$ cat src/rtl/spi_transaction_fsm_if.sv
// Strobe/handshake bundle between the SPI input conditioners, the transaction
// FSM and the shift register / data memory datapath.
interface spi_transaction_fsm_if;
  logic       csb;
  logic       sclk_pos_edge;
  logic       sclk_neg_edge;
  logic       rw_bit;
  logic       addr_latch_en;
  logic       sr_load;
  logic       dm_write_en;
  logic       miso_buf_en;
  logic [2:0] state;

  modport master (
    output csb,
    output sclk_pos_edge,
    output sclk_neg_edge,
    output rw_bit,
    input  addr_latch_en,
    input  sr_load,
    input  dm_write_en,
    input  miso_buf_en,
    input  state
  );

  modport slave (
    input  csb,
    input  sclk_pos_edge,
    input  sclk_neg_edge,
    input  rw_bit,
    output addr_latch_en,
    output sr_load,
    output dm_write_en,
    output miso_buf_en,
    output state
  );
endinterface

$ cat src/rtl/spi_transaction_fsm.sv
// Moore sequencer for one address/command byte plus one data byte per SPI frame.
// Optional build macro SPI_FSM_ABORT_EN: chip-select release aborts any transaction.
module spi_transaction_fsm #(
  parameter int unsigned Width = 8
) (
  input logic                   i_clk,
  input logic                   i_reset,
  spi_transaction_fsm_if.slave  io_bus
);

  localparam int unsigned CntW = $clog2(Width + 1);

  localparam logic [2:0] StIdle        = 3'd0;
  localparam logic [2:0] StAddr        = 3'd1;
  localparam logic [2:0] StDecode      = 3'd2;
  localparam logic [2:0] StReadLoad    = 3'd3;
  localparam logic [2:0] StReadShift   = 3'd4;
  localparam logic [2:0] StWriteShift  = 3'd5;
  localparam logic [2:0] StWriteCommit = 3'd6;
  localparam logic [2:0] StDone        = 3'd7;

  logic [2:0]      r_state;
  logic [2:0]      w_state_d;
  logic [CntW-1:0] r_cnt;
  logic [CntW-1:0] w_cnt_d;
  logic [CntW-1:0] w_cnt_inc;
  logic            w_last;

  assign w_cnt_inc = r_cnt + CntW'(1);
  assign w_last    = (w_cnt_inc == CntW'(Width));

  always_comb begin
    w_state_d = r_state;
    w_cnt_d   = r_cnt;
    unique case (r_state)
      StIdle: begin
        if (!io_bus.csb) begin
          w_state_d = StAddr;
          w_cnt_d   = '0;
        end
      end
      StAddr: begin
        if (io_bus.sclk_pos_edge) begin
          w_cnt_d = w_cnt_inc;
          if (w_last) w_state_d = StDecode;
        end
      end
      StDecode: begin
        w_cnt_d   = '0;
        w_state_d = io_bus.rw_bit ? StReadLoad : StWriteShift;
      end
      StReadLoad: w_state_d = StReadShift;
      StReadShift: begin
        // Read data is shifted out on falling SCLK so the master samples on rising.
        if (io_bus.sclk_neg_edge) begin
          w_cnt_d = w_cnt_inc;
          if (w_last) w_state_d = StDone;
        end
      end
      StWriteShift: begin
        if (io_bus.sclk_pos_edge) begin
          w_cnt_d = w_cnt_inc;
          if (w_last) w_state_d = StWriteCommit;
        end
      end
      StWriteCommit: w_state_d = StDone;
      StDone: begin
        if (io_bus.csb) w_state_d = StIdle;
      end
      default: w_state_d = StIdle;
    endcase
`ifdef SPI_FSM_ABORT_EN
    if (io_bus.csb && (r_state != StIdle)) begin
      w_state_d = StIdle;
      w_cnt_d   = '0;
    end
`endif
  end

  always_ff @(posedge i_clk) begin
    if (i_reset) begin
      r_state <= StIdle;
      r_cnt   <= '0;
    end else begin
      r_state <= w_state_d;
      r_cnt   <= w_cnt_d;
    end
  end

  assign io_bus.addr_latch_en = (r_state == StDecode);
  assign io_bus.sr_load       = (r_state == StReadLoad);
  assign io_bus.miso_buf_en   = (r_state == StReadShift);
  assign io_bus.dm_write_en   = (r_state == StWriteCommit);
  assign io_bus.state         = r_state;

endmodule

$ cat src/flat_wrapper.sv
// flat-port wrapper written by rule: the top's interface ports become plain ports
module spi_transaction_fsm_flat 
#(
  parameter int unsigned Width = 8
)
  (i_clk, i_reset, io_bus_csb, io_bus_sclk_pos_edge, io_bus_sclk_neg_edge, io_bus_rw_bit, io_bus_addr_latch_en, io_bus_sr_load, io_bus_dm_write_en, io_bus_miso_buf_en, io_bus_state);
  spi_transaction_fsm_if io_bus_i ();
  input logic i_clk;
  input logic i_reset;
  input wire logic [$bits(io_bus_i.csb)-1:0] io_bus_csb;
  input wire logic [$bits(io_bus_i.sclk_pos_edge)-1:0] io_bus_sclk_pos_edge;
  input wire logic [$bits(io_bus_i.sclk_neg_edge)-1:0] io_bus_sclk_neg_edge;
  input wire logic [$bits(io_bus_i.rw_bit)-1:0] io_bus_rw_bit;
  output wire logic [$bits(io_bus_i.addr_latch_en)-1:0] io_bus_addr_latch_en;
  output wire logic [$bits(io_bus_i.sr_load)-1:0] io_bus_sr_load;
  output wire logic [$bits(io_bus_i.dm_write_en)-1:0] io_bus_dm_write_en;
  output wire logic [$bits(io_bus_i.miso_buf_en)-1:0] io_bus_miso_buf_en;
  output wire logic [$bits(io_bus_i.state)-1:0] io_bus_state;
  assign io_bus_i.csb = io_bus_csb;
  assign io_bus_i.sclk_pos_edge = io_bus_sclk_pos_edge;
  assign io_bus_i.sclk_neg_edge = io_bus_sclk_neg_edge;
  assign io_bus_i.rw_bit = io_bus_rw_bit;
  assign io_bus_addr_latch_en = io_bus_i.addr_latch_en;
  assign io_bus_sr_load = io_bus_i.sr_load;
  assign io_bus_dm_write_en = io_bus_i.dm_write_en;
  assign io_bus_miso_buf_en = io_bus_i.miso_buf_en;
  assign io_bus_state = io_bus_i.state;
  spi_transaction_fsm #(.Width(Width)) u_core (.i_clk(i_clk), .i_reset(i_reset), .io_bus(io_bus_i));
endmodule
$ cat config.mk
export PLATFORM = sky130hd
export DESIGN_NAME = spi_transaction_fsm_flat
export DESIGN_NICKNAME = d
export VERILOG_FILES = /design/src/rtl/spi_transaction_fsm_if.sv /design/src/rtl/spi_transaction_fsm.sv /design/src/flat_wrapper.sv
export SDC_FILE = /design/constraint.sdc
export NUM_CORES = 1
export LEC_CHECK = 0
export BUFFER_PORTS_ARGS = -buffer_cell sky130_fd_sc_hd__buf_2
export CAP_MARGIN = 10
export CORE_AREA = 2 2 39 41
export CTS_BUF_LIST = sky130_fd_sc_hd__clkbuf_8
export CTS_CLUSTER_DIAMETER = 50
export DETAILED_ROUTE_END_ITERATION = 8
export DIE_AREA = 0 0 41 43
export HOLD_SLACK_MARGIN = 0.15
export PLACE_DENSITY = 0.69
export SLEW_MARGIN = 20
export SYNTH_ARGS = -nofsm -noshare
export SYNTH_HDL_FRONTEND = slang
export SYNTH_SLANG_ARGS = --single-unit
$ cat constraint.sdc
create_clock -name i_clk -period 3.9 [get_ports i_clk]
set_input_delay 0.78 -clock i_clk [delete_from_list [all_inputs] [get_ports i_clk]]
set_output_delay 0.78 -clock i_clk [all_outputs]
set_load 0.01 [all_outputs]
==> impl_metrics.py <==
metrics = {
    "synthesis": {
        "synthesis.nets": 65,
        "ys_seq_elements": 7,
        "synth_area_um2": 491.7,
        "synth.avg_cell_area_um2": 8.478,
        "synthCells": 58,
        "yosysWarnings": 0,
        "ys_seq_area_frac": 0.2850,
        "synth_cell_types": 33,
    },
    "clock_network": {
        "cts_buffers": 3,
        "postCtsResizedCells": 0,
        "clock-sinks": 7,
        "cts_tree": "yes",
        "clk_pin_slew_worst_paths_ns": 0.04,
        "htree_levels": 1,
        "cts-root-buf": "clkbuf_8",
        "postCtsSetupBuffers": 0,
        "hold_buffers": 0,
        "clk_latency_ns": 0.22,
        "clock_path_buffers": 2,
    },
    "pwr": {
        "p_sw_frac": 0.3539,
        "p_per_area_nw_per_um2": 546.9,
        "comb_power_share": 0.345,
        "seqPwrFrac": 0.351,
        "p_leak_nw": 0.2642,
        "p_sw_mw": 0.1148,
        "ir_worst_vdd_mv": 0.1999,
        "pwr-share-clk": 0.304,
        "p_int_mw": 0.2096,
    },
    "timing": {
        "max-slew-margin-rel": 0.6817,
        "tightest_slew_ns": 0.4768,
        "clock_skew_ns": 0.0009938,
        "slew_violations": 0,
        "tns_ns": 0,
        "hold_viol_final": 0,
        "whs_ns": 0.4998,
        "fin_crit_sh": 0.5107,
        "period_minus_slack_ns": 1.992,
        "setup_violations": 0,
        "clock.fmax_ghz": 0.5020,
        "rsz0062_at_grt": "false",
    },
    "global_routing": {
        "grt_pass1_wl_um": 1518,
        "grt_antenna_before_repair": 0,
        "grt_pass1_vias": 378,
        "grt_max_degree": 18,
        "track_usage": 0.1309,
        "grt_overflow": 0,
    },
    "floorplan": {
        "core_area_um2": 1384,
        "rows": 14,
        "num_io_pins": 13,
        "die_w_um": 41,
        "initial_core_util": 0.3553,
        "die_area_um2": 1763,
        "die_h_um": 43,
    },
    "route": {
        "avgViaCountPerCell": 5.535,
        "ant_nets": 0,
        "route.detailed.drc": 0,
        "drt_iter0_drc": 4,
        "post_drt_wl_per_cell_um": 11.98,
        "drt-pass1-iter-count": 4,
        "routed_wl_um": 1030,
        "vias": 476,
    },
    "setup_path": {
        "cp_cell_sequence": "nor2_4 -> and2_1 -> buf_2",
        "critical-path-slowest-cell": "dfxtp_1",
        "crit_required_ns": 3.12,
        "worstPathArrival_ns": 1.21,
        "critPathLaunchType": "flop",
        "max_stage_delay_ns": 0.58,
        "crit_fanout": 14,
        "crit_path_end_kind": "primary output",
        "worstSetupPathType": "reg2out",
    },
    "placed_design": {
        "gp_congestion": 0.7315,
        "port_buffers": 12,
        "hpwl_um": 700.5,
    },
    "final_layout": {
        "nNetsFinal": 78,
        "area_growth_pct": 20.61,
        "regArea_um2": 140.1,
        "final_core_util": 0.4286,
        "insertedDiodeCount": 0,
        "multi_input_area_um2": 327.8,
        "fillers": 148,
        "drive_above_1_share": 0.2857,
    },
    "flow_run": {
        "max_cap_violations": 0,
    },
    "run_status": {
        "status": "complete, no violations",
    },
    "min_path": {
        "min_path_type": "reg2reg",
    },
}
-- routing by layer --
metal,wire (um),share of wire,vias to the layer above,GRT usage
met5,0,0,-,0
met4,19,0.018,0,0.1200
met3,53,0.051,2,0.03141
met2,461,0.45,17,0.1875
met1,494,0.48,218,0.1494
li1,-,-,239,-
-- layout make-up --
type / instances / area share
clock buffers: 3 / 0.06962
clock inverters: 1 / 0.006329
multi-input cells: 47 / 0.5527
flip-flops and latches: 7 / 0.2363
well taps: 16 / 0.03376
repair buffers: 12 / 0.1013
-- state kept, by name (all words and copies together) (netlist names) --
| signal | cells |
|---|---|
| u_core.io_bus.state | 3 |
| u_core.r_cnt | 4 |
-- power groups by stage --
stage               clock (mW)  combinational, mW  sequential [mW]
floorplan                    0              0.103           0.0998
global placement             0              0.110            0.113
detailed placement           0              0.111            0.114
CTS                      0.102              0.112            0.113
global route             0.106              0.123            0.118
finish                  0.0986              0.112            0.114
-- worst paths after layout --
check                                                    startpoint                                  end  slack [ns]  cells past startpoint
worst max-delay path            u_core.io_bus.state[0]$_SDFFE_PP0P_                 io_bus_addr_latch_en        1.91                      3
worst min-delay path                   u_core.r_cnt[3]$_SDFFE_PP0P_         u_core.r_cnt[3]$_SDFFE_PP0P_        0.50                      2
worst max register to register  u_core.io_bus.state[2]$_SDFFE_PP0P_  u_core.io_bus.state[0]$_SDFFE_PP0P_        2.19                      4
worst min register to register         u_core.r_cnt[3]$_SDFFE_PP0P_         u_core.r_cnt[3]$_SDFFE_PP0P_        0.50                      2
-- synth_stat cells, drive strengths merged --
cell type | count | share of area
nor2 | 8 | 0.076
dfxtp | 7 | 0.28
buf | 4 | 0.048
nand2 | 4 | 0.031
a21oi | 3 | 0.031
and3b | 3 | 0.053
nand2b | 3 | 0.038
o21ai | 3 | 0.031
a221o | 2 | 0.043
and2 | 2 | 0.028
mux2i | 2 | 0.041
a2111oi | 1 | 0.018
a211oi | 1 | 0.025
a21boi | 1 | 0.015
a22oi | 1 | 0.015
a311o | 1 | 0.020
ha | 1 | 0.025
mux2 | 1 | 0.031
nand3 | 1 | 0.010
nand4bb | 1 | 0.023
nor2b | 1 | 0.013
nor3 | 1 | 0.010
nor3b | 1 | 0.015
nor4bb | 1 | 0.020
o211ai | 1 | 0.015
o22ai | 1 | 0.013
or2 | 1 | 0.013
or3 | 1 | 0.013
-- per-stage QoR --
stage | std cells | power [mW] | area, um^2 | setup WS (ns)
6_report | 86 | 0.3244 | 593.1 | 1.908
5_1_grt | 86 | 0.3467 | 593.1 | 1.795
4_1_cts | 86 | 0.3261 | 593.1 | 1.905
3_5_place_dp | 82 | 0.2251 | 548.0 | 1.942
3_3_place_gp | 82 | 0.2230 | 548.0 | 1.959
2_1_floorplan | 58 | 0.2024 | 491.7 | 2.140
-- placed cells by master (no fill, tap or decap), types with 2 or more instances in the layout --
| cell type | n |
|---|---|
| mux2i_1 | 2 |
| o21ai_1 | 3 |
| a21oi_1 | 3 |
| nor2_1 | 7 |
| and3b_1 | 3 |
| clkbuf_8 | 3 |
| dfxtp_1 | 7 |
| nand2_1 | 4 |
| nand2b_1 | 3 |
| buf_2 | 12 |
-- cells by family after synthesis --
group / after synthesis / share of synthesized area
and+or+nand+nor: 28 / 0.3435
AOI/OAI and AO/OA: 15 / 0.2265
DFF: 7 / 0.2850
buffers and inverters: 4 / 0.04832
muxes: 3 / 0.07124
adders and majority gates: 1 / 0.02544
-- critical path, delay by kind of cell, from the launching register on --
kind | cells | cell delay [ns]
DFF | 1 | 0.58
and+or+nand+nor | 2 | 0.28
buffers and inverters | 1 | 0.13
No activity file was read; power rests on OpenSTA's default activity.
